### src/rtl/envio_serial_automatico_uc.sv
// Control unit for the automatic serial dump: 8 content frames, then 16 queue frames,
// started by request or by the interval timer, with a per-frame transmit watchdog.
module envio_serial_automatico_uc #(
   parameter bit AUTO       = 1'b1,
   parameter int PERIODO    = 50000000,
   parameter int TIMEOUT_TX = 8192
) (
   input  logic       clock,
   input  logic       reset,
   input  logic       iniciar,
   input  logic       enviado,
   input  logic       fim_transmissao_conteudo_elevador,
   input  logic       fim_transmissao_fila_elevador,
   output logic       envia_serial,
   output logic       eh_conteudo_elevador,
   output logic       conta_conteudo_elevador,
   output logic       conta_fila_elevador,
   output logic       zera_contadores,
   output logic       pronto,
   output logic       erro,
   output logic [3:0] db_estado
);

   localparam int TW = (PERIODO > 1) ? $clog2(PERIODO) : 1;
   localparam int WW = (TIMEOUT_TX > 1) ? $clog2(TIMEOUT_TX) : 1;
   localparam logic [TW-1:0] TIMER_FIM = TW'(PERIODO - 1);
   localparam logic [WW-1:0] WD_FIM    = WW'(TIMEOUT_TX - 1);

   typedef enum logic [3:0] {
      INICIAL       = 4'd0,
      ZERA          = 4'd1,
      ENVIA_CONT    = 4'd2,
      ESPERA_CONT   = 4'd3,
      PROX_CONT_FIM = 4'd4,
      ENVIA_FILA    = 4'd5,
      ESPERA_FILA   = 4'd6,
      PROX_FILA_FIM = 4'd7,
      FIM           = 4'd8,
      INC_CONT      = 4'd9,
      INC_FILA      = 4'd10,
      ERRO          = 4'd14
   } estado_t;

   estado_t       estado_q, estado_d;
   logic [TW-1:0] timer_q, timer_d;
   logic [WW-1:0] wd_q, wd_d;
   logic          timer_fim;
   logic          wd_fim;

   assign timer_fim = AUTO && (timer_q == TIMER_FIM);
   assign wd_fim    = (wd_q == WD_FIM);

   always_ff @(posedge clock or posedge reset) begin
      if (reset) begin
         estado_q <= INICIAL;
         timer_q  <= '0;
         wd_q     <= '0;
      end else begin
         estado_q <= estado_d;
         timer_q  <= timer_d;
         wd_q     <= wd_d;
      end
   end

   // The fim flag is sampled together with enviado, so PROX/INC is chosen on entry.
   always_comb begin
      estado_d = estado_q;
      case (estado_q)
         INICIAL:       if (iniciar || timer_fim) estado_d = ZERA;
         ZERA:          estado_d = ENVIA_CONT;
         ENVIA_CONT:    estado_d = ESPERA_CONT;
         ESPERA_CONT: begin
            if (enviado)
               estado_d = fim_transmissao_conteudo_elevador ? PROX_CONT_FIM : INC_CONT;
            else if (wd_fim)
               estado_d = ERRO;
         end
         PROX_CONT_FIM: estado_d = ENVIA_FILA;
         INC_CONT:      estado_d = ENVIA_CONT;
         ENVIA_FILA:    estado_d = ESPERA_FILA;
         ESPERA_FILA: begin
            if (enviado)
               estado_d = fim_transmissao_fila_elevador ? PROX_FILA_FIM : INC_FILA;
            else if (wd_fim)
               estado_d = ERRO;
         end
         PROX_FILA_FIM: estado_d = FIM;
         INC_FILA:      estado_d = ENVIA_FILA;
         FIM:           estado_d = INICIAL;
         ERRO:          if (iniciar) estado_d = ZERA;
         default:       estado_d = INICIAL;
      endcase
   end

   // Interval timer only runs while idle; watchdog only runs while waiting for enviado.
   always_comb begin
      timer_d = '0;
      if (AUTO && (estado_q == INICIAL) && (estado_d == INICIAL))
         timer_d = (timer_q == '1) ? timer_q : timer_q + 1'b1;

      wd_d = '0;
      if ((estado_q == ESPERA_CONT) || (estado_q == ESPERA_FILA))
         wd_d = (wd_q == '1) ? wd_q : wd_q + 1'b1;
   end

   always_comb begin
      envia_serial            = 1'b0;
      eh_conteudo_elevador    = 1'b0;
      conta_conteudo_elevador = 1'b0;
      conta_fila_elevador     = 1'b0;
      zera_contadores         = 1'b0;
      pronto                  = 1'b0;
      erro                    = 1'b0;
      case (estado_q)
         ZERA:          zera_contadores = 1'b1;
         ENVIA_CONT: begin
            envia_serial         = 1'b1;
            eh_conteudo_elevador = 1'b1;
         end
         ESPERA_CONT,
         PROX_CONT_FIM: eh_conteudo_elevador = 1'b1;
         INC_CONT: begin
            eh_conteudo_elevador    = 1'b1;
            conta_conteudo_elevador = 1'b1;
         end
         ENVIA_FILA:    envia_serial = 1'b1;
         INC_FILA:      conta_fila_elevador = 1'b1;
         FIM:           pronto = 1'b1;
         ERRO:          erro = 1'b1;
         default: ;
      endcase
   end

   assign db_estado = estado_q;

   a_estado_legal: assert property (@(posedge clock) disable iff (reset)
      estado_q inside {INICIAL, ZERA, ENVIA_CONT, ESPERA_CONT, PROX_CONT_FIM, ENVIA_FILA,
                       ESPERA_FILA, PROX_FILA_FIM, FIM, INC_CONT, INC_FILA, ERRO});

   a_pulsos_exclusivos: assert property (@(posedge clock) disable iff (reset)
      $onehot0({envia_serial, conta_conteudo_elevador, conta_fila_elevador,
                zera_contadores, pronto, erro}));

endmodule

### config.mk
export PLATFORM = sky130hd
export DESIGN_NAME = envio_serial_automatico_uc
export DESIGN_NICKNAME = d
export VERILOG_FILES = /design/src/rtl/envio_serial_automatico_uc.sv
export SDC_FILE = /design/constraint.sdc
export NUM_CORES = 1
export LEC_CHECK = 0
export CAP_MARGIN = 20
export CELL_PAD_IN_SITES_DETAIL_PLACEMENT = 2
export CELL_PAD_IN_SITES_GLOBAL_PLACEMENT = 2
export CORE_MARGIN = 4
export CORE_UTILIZATION = 40
export DETAILED_ROUTE_END_ITERATION = 12
export MAX_ROUTING_LAYER = met4
export PLACE_DENSITY_LB_ADDON = 0.1
export SYNTH_ARGS = -nofsm -noshare
export SYNTH_HDL_FRONTEND = slang
export SYNTH_SLANG_ARGS = --single-unit
### constraint.sdc
create_clock -name clock -period 4.61 [get_ports clock]
set_input_delay 1.1525 -clock clock [delete_from_list [all_inputs] [get_ports clock]]
set_output_delay 1.1525 -clock clock [all_outputs]
set_load 0.05 [all_outputs]
==> results.md <==
- Startpoint Class: flip-flop
- Die area: between 0.008 and 0.009 mm^2
- Pins Over Slew Limit: 0
- Crit Path Class: reg2out
- Relative slew slack: ~34%
- CTS tree: yes
- DRT iter0 DRCs: 120
- Syn Std Cell Area: around 0.003 mm^2
- Via count: between 2000 and 3000
- Rows: 30
- Num ports: 17
- Final setup viols: 0
- Adder-cell share of the synthesized area: 0.859%
- DRC viols: 0
- DRT antenna net count: 0
- Syn nets: about 330
- Yosys cell types: around 60
- Die Y: around 93 um
- Final Critical Period: approximately 3.6 ns
- Proportion of synthesized area in mux cells: 5.88%
- Resize count post-CTS: 0
- Worst-Margin Slew: about 1 ns
- Buf+Inv Stages, Crit Path: 1
- Setup Fix Bufs, Post-CTS: 0
- Vias per cell: between 6 and 7
- Clk buf depth: 2
- PortBufs: 16
- Leakage: 1.18 nW
- Detailed Routing Iterations Pass 1: 4
- Peak VDD IR: a little under 0.4 mV
- Worst EP required: around 3.5 ns
- HP Class: reg2reg
- Max stage delay on crit path: 0.85 ns
- Clock-pin slew on the worst setup and hold paths: 0.09 ns
- CORE AREA: 0.00694 mm^2
- Final TNS setup: 0 ns
- Post-synthesis async set-or-reset flop share: 100%
- Clk Latency, worst-skew pair: approximately 0.3 ns
- CTS Buf Count: 5
- Final Hold Viols: 0
- Starting Density: between 40% and 50%
- # Max-Cap Violations: 0
- Routed wire length: around 8900 um
- Vias in the first global route: 2916
- Avg WL per Cell: about 21 um
- Worst path cell trace: nor2b_1, a21oi_1, o32ai_1, clkdlybuf4s50_1
- Clock skew: ~0.0098 ns
- Syn avg cell area: approximately 8.9 um^2
- CP Capture Type: output port
- Maximum clock rate: approximately 280 MHz
- Filler cell count: 770
- Die Wd: ~93 um
- Yosys warning count: 0
- GRT Total Usage: between 20% and 30%
- Fin crit share: 77.5%
- Fin nets: 335
- First-pass GRT wire length: about 15000 um
- Prevailing post-synth register cell: dfrtp_1
- Largest net degree at the start of global routing: between 40 and 50
- CTS sink count: 43
- H-tree depth: 2
- Worst path slowest cell: clkdlybuf4s50_1
- Cell family with most CP delay: buffers and inverters
- Compound-Gate Fraction of Synth Area: between 20% and 30%
- Critical path arrival: about 2.4 ns
- Main combinational cell family by area after synthesis: simple AND/OR/NAND/NOR gates
- RePlAce Congestion: around 0.82
- Power Density: between 300 and 400 mW/mm^2
- Initial antenna violation count: 0
- Crit path max fanout: 16
- Clock root buffer: clkbuf_8
- Mapped Cells: 326
- Run status: finished, final reports clean
- CTS Hold Bufs: 0
- Post-DP HPWL: approximately 6000 um
- XOR/XNOR Fraction of Synth Area: less than 1%
- ANT cells: 0
- EDFF count, synth: 0
- FF+latch count, synth: 43
- Share of layout cells above drive strength 1: between 10% and 20%
- Post-route worst setup slack: between 1 and 1.5 ns
- Synth Area in Simple Gates: around 28%
- Grt ovf: 0
- RSZ-0062 raised after global routing: no
- Layout area overhead: 9.06%
- Post-synthesis sequential area ratio: a little under two fifths
- Pre-CTS setup slack: 1.37 ns
-- synthesized netlist by cell type, types with 4 or more instances --
master | number | share of area [%]
a31oi_1 | 7 | 1.5
buf_2 | 10 | 1.7
nand3_1 | 13 | 2.2
a211oi_1 | 14 | 3.6
nor4_1 | 10 | 2.1
nand2b_1 | 7 | 1.5
dfrtp_1 | 43 | 37
and3_1 | 9 | 1.9
nor2_1 | 17 | 2.2
or4_1 | 7 | 1.8
and4_1 | 4 | 1.2
nand4_1 | 16 | 3.4
nor2b_1 | 4 | 0.86
a21oi_1 | 15 | 2.6
o31ai_1 | 4 | 1.0
or3_1 | 12 | 2.6
o21ai_0 | 9 | 1.5
clkbuf_1 | 12 | 1.5
inv_1 | 6 | 0.77
o211ai_2 | 7 | 3.0
nor3_1 | 9 | 1.5
o211ai_1 | 4 | 1.0
nand2_1 | 20 | 2.6
mux2i_1 | 16 | 5.5
-- placed cells by master, fill, tap and decap left out, drive strengths merged, types with 2 or more instances in the layout --
cell type       n
buf             4
nor3            9
o311ai          2
clkdlybuf4s50  16
or2             2
a22oi           2
a31oi           7
or4             9
a21oi          15
clkbuf          6
o21a            3
nor2           18
nor4b           3
or3            12
inv             6
and2            4
mux2i          16
a211oi         14
nor2b           4
nor4           10
and3           10
o221ai          2
o211ai         11
o31ai           4
nand2          20
nand2b          7
and4            4
o21ai          13
dfrtp          43
nand4          16
xor2            3
ha              2
nand3          13
-- flip-flops by register name, indices dropped and copies added (netlist names) --
register / cells
wd_q: 13
timer_q: 26
db_estado: 4
-- layout make-up --
cell class / instances / area, um^2 / area share, %
sequential: 43 / 1080 / 33.9
clock buffer: 6 / 72.6 / 2.28
multi-input combinational: 251 / 1680 / 53.0
clock inverter: 2 / 12.5 / 0.394
timing repair buffer: 20 / 190 / 5.98
inverter: 6 / 22.5 / 0.709
tap: 96 / 120 / 3.78
-- path summary, 6_finish.rpt --
check / startpoint / endpoint / slack (ns) / cells after the start
min in group asynchronous: reset / wd_q[7] / 1.38 / 2
max reg2reg: db_estado[2] / timer_q[15] / 2.16 / 5
min reg2reg: wd_q[8] / wd_q[8] / 0.53 / 1
max: db_estado[1] / eh_conteudo_elevador / 1.04 / 4
min: wd_q[8] / wd_q[8] / 0.53 / 1
max in group asynchronous: reset / db_estado[1] / 2.64 / 2
-- cells by family after synthesis --
logic type                 Yosys count
AOI/OAI and AO/OA                   86
xor gates and xnor gates             3
adders and majority gates            2
buffers and inverters               32
DFF                                 43
muxes                               17
and+or+nand+nor                    143
-- layer usage --
metal  wire length (um)  track usage [%]
met1               4060             28.3
met2               4540             37.9
met3                187             3.38
met4                 94             4.64
met5                  0                -
-- per-stage QoR --
step | area [um^2] | cells | hold WS [ns] | util [%] | power [mW]
2_1_floorplan | 2910 | 326 | 0.464 | - | 0.867
3_3_place_gp | 3090 | 416 | 0.489 | 44.5 | 1.01
3_5_place_dp | 3090 | 416 | 0.520 | 44.5 | 1.03
4_1_cts | 3180 | 424 | 0.534 | 45.8 | 1.29
5_1_grt | 3180 | 424 | 0.562 | 45.8 | 1.36
6_report | 3180 | 424 | 0.528 | 45.8 | 1.27
-- report_power, final --
part	internal (mW)	switching [mW]	total (mW)
Clock	0.106	0.143	0.250
Combinational	0.194	0.342	0.536
Sequential	0.401	0.0843	0.485
Power figures use the tool's default switching activity.
